<file path="src/rtl/pg_pkg.sv">
// Shared definitions for the power-guard bus consumers.
//   PG_BUS_W            : width of the power-guard latch bus
//   PG_STABLE_TICKS_DEF : default number of timer ticks a bus bit must hold before acceptance
//   pg_bus_t            : one bus word
package pg_pkg;

  localparam int unsigned PG_BUS_W            = 4;
  localparam int unsigned PG_STABLE_TICKS_DEF = 3;

  typedef logic [PG_BUS_W-1:0] pg_bus_t;

endpackage

</file>
<file path="src/rtl/pg_bus_debounce_if.sv">
// Event handshake bundle between pg_bus_debounce and its consumer.
//   evt_valid : event pending                 (master -> slave)
//   evt_data  : debounced bus at last change  (master -> slave)
//   evt_mask  : bits changed since last accept (master -> slave)
//   evt_ovf   : sticky lost-edge flag         (master -> slave)
//   evt_ready : consumer accepts the event    (slave -> master)
//   ovf_clr   : clears evt_ovf                (slave -> master)
interface pg_bus_debounce_if
  import pg_pkg::*;
#(
  parameter int unsigned WIDTH = PG_BUS_W
) ();

  logic             evt_valid;
  logic [WIDTH-1:0] evt_data;
  logic [WIDTH-1:0] evt_mask;
  logic             evt_ovf;
  logic             evt_ready;
  logic             ovf_clr;

  modport master (
    output evt_valid,
    output evt_data,
    output evt_mask,
    output evt_ovf,
    input  evt_ready,
    input  ovf_clr
  );

  modport slave (
    input  evt_valid,
    input  evt_data,
    input  evt_mask,
    input  evt_ovf,
    output evt_ready,
    output ovf_clr
  );

endinterface

</file>
<file path="src/rtl/pg_bit_debounce.sv">
// Single-bit tick-based debouncer.
//   osc_clk : clock
//   rst_n   : asynchronous active-low reset
//   tick    : one-cycle strobe per timer period
//   b       : synchronised input bit
//   q       : debounced bit
//   q_next  : value q takes at the next edge (lets the parent see changes without extra latency)
module pg_bit_debounce
  import pg_pkg::*;
#(
  parameter int unsigned STABLE_TICKS = PG_STABLE_TICKS_DEF
) (
  input  logic osc_clk,
  input  logic rst_n,
  input  logic tick,
  input  logic b,
  output logic q,
  output logic q_next
);

  localparam int unsigned CntW = $clog2(STABLE_TICKS + 1);

  logic [CntW-1:0] cnt_q, cnt_d;
  logic            q_q, q_d;

  always_comb begin
    cnt_d = cnt_q;
    q_d   = q_q;
    if (tick) begin
      if (b == q_q) begin
        cnt_d = '0;
      end else if (cnt_q == CntW'(STABLE_TICKS - 1)) begin
        q_d   = b;
        cnt_d = '0;
      end else if (cnt_q != {CntW{1'b1}}) begin
        // Saturate; unreachable with a consistent count but keeps the counter safe.
        cnt_d = cnt_q + CntW'(1);
      end
    end
  end

  always_ff @(posedge osc_clk or negedge rst_n) begin
    if (!rst_n) begin
      cnt_q <= '0;
      q_q   <= 1'b0;
    end else begin
      cnt_q <= cnt_d;
      q_q   <= q_d;
    end
  end

  assign q      = q_q;
  assign q_next = q_d;

endmodule

</file>
<file path="src/rtl/pg_bus_debounce.sv">
// Synchronises the power-guard bus and the timer clock, debounces each bus bit on timer
// ticks and reports every debounced change as a one-entry coalescing event.
//   osc_clk    : only clock
//   rst_n      : asynchronous active-low reset
//   tmr_clk_in : asynchronous timer clock, rising edge gives one tick
//   bus_in     : asynchronous power-guard bus
//   bus_q      : debounced bus
//   evt        : event handshake (valid/data/mask/ovf out, ready/ovf_clr in)
module pg_bus_debounce
  import pg_pkg::*;
#(
  parameter int unsigned WIDTH        = PG_BUS_W,
  parameter int unsigned STABLE_TICKS = PG_STABLE_TICKS_DEF
) (
  input  logic               osc_clk,
  input  logic               rst_n,
  input  logic               tmr_clk_in,
  input  logic [WIDTH-1:0]   bus_in,
  output logic [WIDTH-1:0]   bus_q,
  pg_bus_debounce_if.master  evt
);

  // Synchronisers and tick edge detect
  logic [WIDTH-1:0] bus_s1_q, bus_s2_q;
  logic             tmr_s1_q, tmr_s2_q, tmr_s3_q;
  logic             tick;

  always_ff @(posedge osc_clk or negedge rst_n) begin
    if (!rst_n) begin
      bus_s1_q <= '0;
      bus_s2_q <= '0;
      tmr_s1_q <= 1'b0;
      tmr_s2_q <= 1'b0;
      tmr_s3_q <= 1'b0;
    end else begin
      bus_s1_q <= bus_in;
      bus_s2_q <= bus_s1_q;
      tmr_s1_q <= tmr_clk_in;
      tmr_s2_q <= tmr_s1_q;
      tmr_s3_q <= tmr_s2_q;
    end
  end

  assign tick = tmr_s2_q & ~tmr_s3_q;

  // Per-bit debouncers
  logic [WIDTH-1:0] bus_q_next;

  for (genvar i = 0; i < WIDTH; i++) begin : g_bit
    pg_bit_debounce #(
      .STABLE_TICKS(STABLE_TICKS)
    ) u_bit (
      .osc_clk(osc_clk),
      .rst_n  (rst_n),
      .tick   (tick),
      .b      (bus_s2_q[i]),
      .q      (bus_q[i]),
      .q_next (bus_q_next[i])
    );
  end

  // Event slot
  logic [WIDTH-1:0] chg;
  logic             slot_free;
  logic             evt_valid_q, evt_valid_d;
  logic [WIDTH-1:0] evt_data_q, evt_data_d;
  logic [WIDTH-1:0] evt_mask_q, evt_mask_d;
  logic             evt_ovf_q, evt_ovf_d;

  assign chg       = bus_q_next ^ bus_q;
  assign slot_free = !evt_valid_q | evt.evt_ready;

  always_comb begin
    evt_valid_d = evt_valid_q;
    evt_data_d  = evt_data_q;
    evt_mask_d  = evt_mask_q;
    evt_ovf_d   = evt_ovf_q;
    if (evt.ovf_clr) begin
      evt_ovf_d = 1'b0;
    end
    if (chg != '0) begin
      evt_data_d = bus_q_next;
      if (slot_free) begin
        evt_valid_d = 1'b1;
        evt_mask_d  = chg;
      end else begin
        evt_mask_d = evt_mask_q | chg;
        // A bit that toggles again before being read loses its intermediate edge.
        if ((evt_mask_q & chg) != '0) begin
          evt_ovf_d = 1'b1;
        end
      end
    end else if (evt_valid_q && evt.evt_ready) begin
      evt_valid_d = 1'b0;
      evt_mask_d  = '0;
    end
  end

  always_ff @(posedge osc_clk or negedge rst_n) begin
    if (!rst_n) begin
      evt_valid_q <= 1'b0;
      evt_data_q  <= '0;
      evt_mask_q  <= '0;
      evt_ovf_q   <= 1'b0;
    end else begin
      evt_valid_q <= evt_valid_d;
      evt_data_q  <= evt_data_d;
      evt_mask_q  <= evt_mask_d;
      evt_ovf_q   <= evt_ovf_d;
    end
  end

  assign evt.evt_valid = evt_valid_q;
  assign evt.evt_data  = evt_data_q;
  assign evt.evt_mask  = evt_mask_q;
  assign evt.evt_ovf   = evt_ovf_q;

endmodule

</file>
<file path="src/flat_wrapper.sv">
// flat-port wrapper written by rule: the top's interface ports become plain ports
module pg_bus_debounce_flat import pg_pkg::*;
#(
  parameter int unsigned WIDTH        = PG_BUS_W,
  parameter int unsigned STABLE_TICKS = PG_STABLE_TICKS_DEF
)
  (osc_clk, rst_n, tmr_clk_in, bus_in, bus_q, evt_evt_valid, evt_evt_data, evt_evt_mask, evt_evt_ovf, evt_evt_ready, evt_ovf_clr);
  pg_bus_debounce_if #(.WIDTH(WIDTH)) evt_i ();
  input  logic osc_clk;
  input  logic rst_n;
  input  logic tmr_clk_in;
  input  logic [WIDTH-1:0] bus_in;
  output logic [WIDTH-1:0] bus_q;
  output wire logic [$bits(evt_i.evt_valid)-1:0] evt_evt_valid;
  output wire logic [$bits(evt_i.evt_data)-1:0] evt_evt_data;
  output wire logic [$bits(evt_i.evt_mask)-1:0] evt_evt_mask;
  output wire logic [$bits(evt_i.evt_ovf)-1:0] evt_evt_ovf;
  input wire logic [$bits(evt_i.evt_ready)-1:0] evt_evt_ready;
  input wire logic [$bits(evt_i.ovf_clr)-1:0] evt_ovf_clr;
  assign evt_evt_valid = evt_i.evt_valid;
  assign evt_evt_data = evt_i.evt_data;
  assign evt_evt_mask = evt_i.evt_mask;
  assign evt_evt_ovf = evt_i.evt_ovf;
  assign evt_i.evt_ready = evt_evt_ready;
  assign evt_i.ovf_clr = evt_ovf_clr;
  pg_bus_debounce #(.WIDTH(WIDTH), .STABLE_TICKS(STABLE_TICKS)) u_core (.osc_clk(osc_clk), .rst_n(rst_n), .tmr_clk_in(tmr_clk_in), .bus_in(bus_in), .bus_q(bus_q), .evt(evt_i));
endmodule
</file>
<file path="config.mk">
export PLATFORM = sky130hd
export DESIGN_NAME = pg_bus_debounce_flat
export DESIGN_NICKNAME = d
export VERILOG_FILES = /design/src/rtl/pg_pkg.sv /design/src/rtl/pg_bus_debounce_if.sv /design/src/rtl/pg_bit_debounce.sv /design/src/rtl/pg_bus_debounce.sv /design/src/flat_wrapper.sv
export SDC_FILE = /design/constraint.sdc
export NUM_CORES = 1
export LEC_CHECK = 0
export BUFFER_PORTS_ARGS = -buffer_cell sky130_fd_sc_hd__buf_2
export CAP_MARGIN = 40
export CELL_PAD_IN_SITES_DETAIL_PLACEMENT = 1
export CELL_PAD_IN_SITES_GLOBAL_PLACEMENT = 1
export CORE_AREA = 2 2 67 63
export CTS_CLUSTER_DIAMETER = 200
export CTS_CLUSTER_SIZE = 28
export DETAILED_ROUTE_END_ITERATION = 10
export DIE_AREA = 0 0 69 65
export GPL_ROUTABILITY_DRIVEN = 0
export PLACE_DENSITY = 0.72
export SETUP_SLACK_MARGIN = 0.2
export SYNTH_ARGS = -nofsm -noshare
export SYNTH_HDL_FRONTEND = slang
export SYNTH_SLANG_ARGS = --single-unit
export TNS_END_PERCENT = 30
</file>
<file path="constraint.sdc">
create_clock -name osc_clk -period 1.7 [get_ports osc_clk]
set_input_delay 0 -clock osc_clk [delete_from_list [all_inputs] [get_ports osc_clk]]
set_output_delay 0 -clock osc_clk [all_outputs]
set_load 0.05 [all_outputs]
</file>
==> summary.txt <==
Worst hold path
  • Worst min path class: in -> reg

Setup path
  • Slowest cell on the critical path: dfrtp_2
  • Critical-path cell list: nor4bb_4, buf_4, a22o_4, or2_4, mux2_4
  • Required time worst endpoint: 1870 ps
  • Crit path largest cell delay: 440 ps
  • Crit path buf inv count: 1
  • Crit Path Max Fanout: 6
  • Critical path capture point type: flip-flop
  • Worst path top cell family by delay: simple AND/OR/NAND/NOR gates
  • Critical path class: reg -> reg
  • Worst Path Arrival: 1880 ps
  • CP Launch Type: flip-flop

Global route
  • Gr usage total: 16.0%
  • Initial antenna violation count: 0
  • Largest net degree at the start of global routing: 34
  • First-pass GRT wire length: between 5 and 6 mm
  • Number of global-route vias before repair: 1094
  • GRT Residual Overflow: 0

Layout
  • Ratio of cells with drive above 1 in the final layout: around two fifths
  • Area occupied by multi-input gates: 586 um^2
  • Fin nets: 171
  • Diode count: 0
  • Util after Layout: 50.7%
  • Filler cells: ~410
  • Layout area overhead: 38.4%
  • Register area: 828 um^2

CTS
  • CTS tree: done
  • TritonCTS buffer count: 5
  • Clk Latency, worst-skew pair: 290 ps
  • Bufs on Longest Clock Path: 2
  • Clock Root Buffer: clkbuf_8
  • Worst-path clk slew: roughly 70 ps
  • H-tree level count: 2
  • # clock sinks: 33

Run status
  • Outcome: finished with violations
  • Failing checks: negative setup slack

Yosys
  • Post-synthesis mux area share: 7.45%
  • Count leader, synth: dfrtp_1
  • Cells after synthesis: 112
  • Post-Syn Nets: between 100 and 150
  • Adder-Cell Fraction of Synth Area: 0%
  • EDFF count, synth: 0
  • Share of the synthesized area in the top cell type: 58.5%
  • Post-synth top cells: dfrtp_1, nand2_1, o21ai_0
  • Yosys reg bits: 33
  • Synth cell types: 26
  • Compound-Gate Fraction of Synth Area: 12.4%
  • Xor/xnor share of the synthesized area: 2.48%
  • Synth Flop Type: dfrtp_1
  • Sequential fraction of the synthesis area: 58.5%
  • Area contributors post-synth: dfrtp_1, nor4bb_2, mux2_4
  • Synth area leader: dfrtp_1
  • Syn Area/Cell: 12.6 um^2
  • Combinational family with the most area after synthesis: simple AND/OR/NAND/NOR gates
  • Mapped cell area: 1410 um^2
  • Yosys warning total: 0
  • Synth async-reset ratio: 100%
  • Post-Synth Simple-Gate Area: around 15%

Pwr
  • PD cells: 1900 nW/um^2
  • Leak pwr: 1.00 nW
  • Post-route total power: 3.72 mW
  • Peak VDD IR: 1080 uV

Route
  • Drt total wl: approximately 3.4 mm
  • DR vias/cell: 4.93
  • Drt first pass iters: 4
  • Drt drc: 0
  • Post-DR wirelength/cell: 16.2 um
  • Vias: 1041
  • DR iter-0 viols: 33
  • Remaining antenna violation count: 0

Die
  • Die ar.: 4490 um^2
  • Die width: 69 um
  • Total core area: ~3900 um^2
  • Die height: between 60 and 70 um
  • Row count: 22
  • Ports: 23
  • Initial Utilization: 36.6%

STA
  • Final TNS setup: -4.95 ps
  • RSZ-0062 raised after global routing: true
  • Period minus WS final: about 1700 ps
  • Final worst-path cycle share: 100%
  • Hold Slack: approximately 290 ps
  • Actual slew at the worst max-slew pin: 713 ps
  • Endpoints failing setup: 1
  • Highest Clock Rate: 587 MHz
  • PnR worst setup slack: -4.95 ps
  • Hold Fails Final Rpt: 0
  • Slew HR: between 50 and 60%
  • Final Max Slew Viols: 0
  • Clock skew: 5.73 ps

Flow run
  • Max-Cap Viols: 0

Placement
  • IO buf count: 22
  • Post-DP HPWL: 2.30 mm
==> sequential cells by signal, summed over array words and instances (netlist names) <==
register	cells
u_core.g_bit.u_bit.q	4
u_core.evt.evt_valid	1
u_core.tmr_s1_q	1
u_core.evt.evt_ovf	1
u_core.bus_s1_q	4
u_core.tmr_s2_q	1
u_core.bus_s2_q	4
u_core.tmr_s3_q	1
u_core.evt.evt_data	4
u_core.evt.evt_mask	4
u_core.g_bit.u_bit.cnt_q	8
==> cell type report <==
class | count | area share (%)
clock buffers | 5 | 3.52
clock inverters | 3 | 3.33
inverters | 3 | 0.577
multi-input cells | 70 | 30.0
flip-flops and latches | 33 | 42.4
well taps | 48 | 3.07
repair buffers | 49 | 17.1
==> per-stage QoR <==
stage                     setup slack, ps  instances  cell area [um^2]
after detailed placement            -72.0        190              1680
after CTS                           -9.18        208              1920
after floorplan                      21.9        112              1450
final                               -4.95        211              1950
after global routing                -34.9        211              1950
after global placement              -16.0        190              1680
==> report_power, final <==
part,internal (mW),switching [mW],total [mW]
clock,0.582,0.302,0.884
sequential,1.02,0.230,1.25
combinational,0.606,0.973,1.58
total,2.21,1.51,3.72
==> worst reg2reg max path, stage by stage, from the launching register on <==
cell      delay [ps]
dfrtp_2          440
nor4bb_4         160
buf_4            140
a22o_4           240
or2_4            300
mux2_4           310
==> layout by cell type (no fill, tap or decap), types with 3 or more instances in the layout <==
master / n
buf_2: 22
buf_4: 19
o21ai_1: 3
xor2_1: 4
a22o_1: 4
a21o_1: 4
nor4bb_4: 4
and2_1: 3
nor3_1: 3
dlygate4sd3_1: 7
clkbuf_8: 5
nand3_1: 4
nand2_1: 14
inv_1: 3
dfrtp_1: 31
o21ai_0: 8
mux2_4: 8
==> final timing paths <==
check | from | to | slack (ps) | depth (start not counted)
max | u_core.tmr_s2_q | u_core.evt.evt_data[3] | -5 | 5
min | evt_evt_ready | u_core.evt.evt_mask[1] | 290 | 4
max reg2reg | u_core.tmr_s2_q | u_core.evt.evt_data[3] | -5 | 5
min reg2reg | u_core.bus_s1_q[2] | u_core.bus_s2_q[2] | 350 | 0
max in group asynchronous | rst_n | u_core.tmr_s2_q | 900 | 2
min in group asynchronous | rst_n | u_core.g_bit[2].u_bit.cnt_q[0] | 300 | 2
==> kinds of logic (layout without fill, tap and decap cells) <==
group,Yosys count,in the layout
AND/OR/NAND/NOR,34,34
buffers and inverters,9,60
flip-flops,33,33
multiplexers,8,8
AO/OA/AOI/OAI,24,24
XOR/XNOR,4,4
==> metal layers <==
metal	share of wire [%]	vias to the layer above	wire (um)	GRT usage, %
met3	5.0	2	171	5.13
met2	51	26	1750	27.9
met1	43	521	1460	19.4
met4	0.99	0	34	3.68
met5	0	-	0	0
li1	-	492	-	-
==> what timing repair did <==
item,4_1_cts,5_1_grt
gates cloned,0,0
hold buffers,7,0
setup endpoints to repair,10,11
resized for setup,5,3
endpoints found under the hold margin,39,0
pin swaps,9,13
buffers inserted,3,3
(Power assumes the default switching activity.)
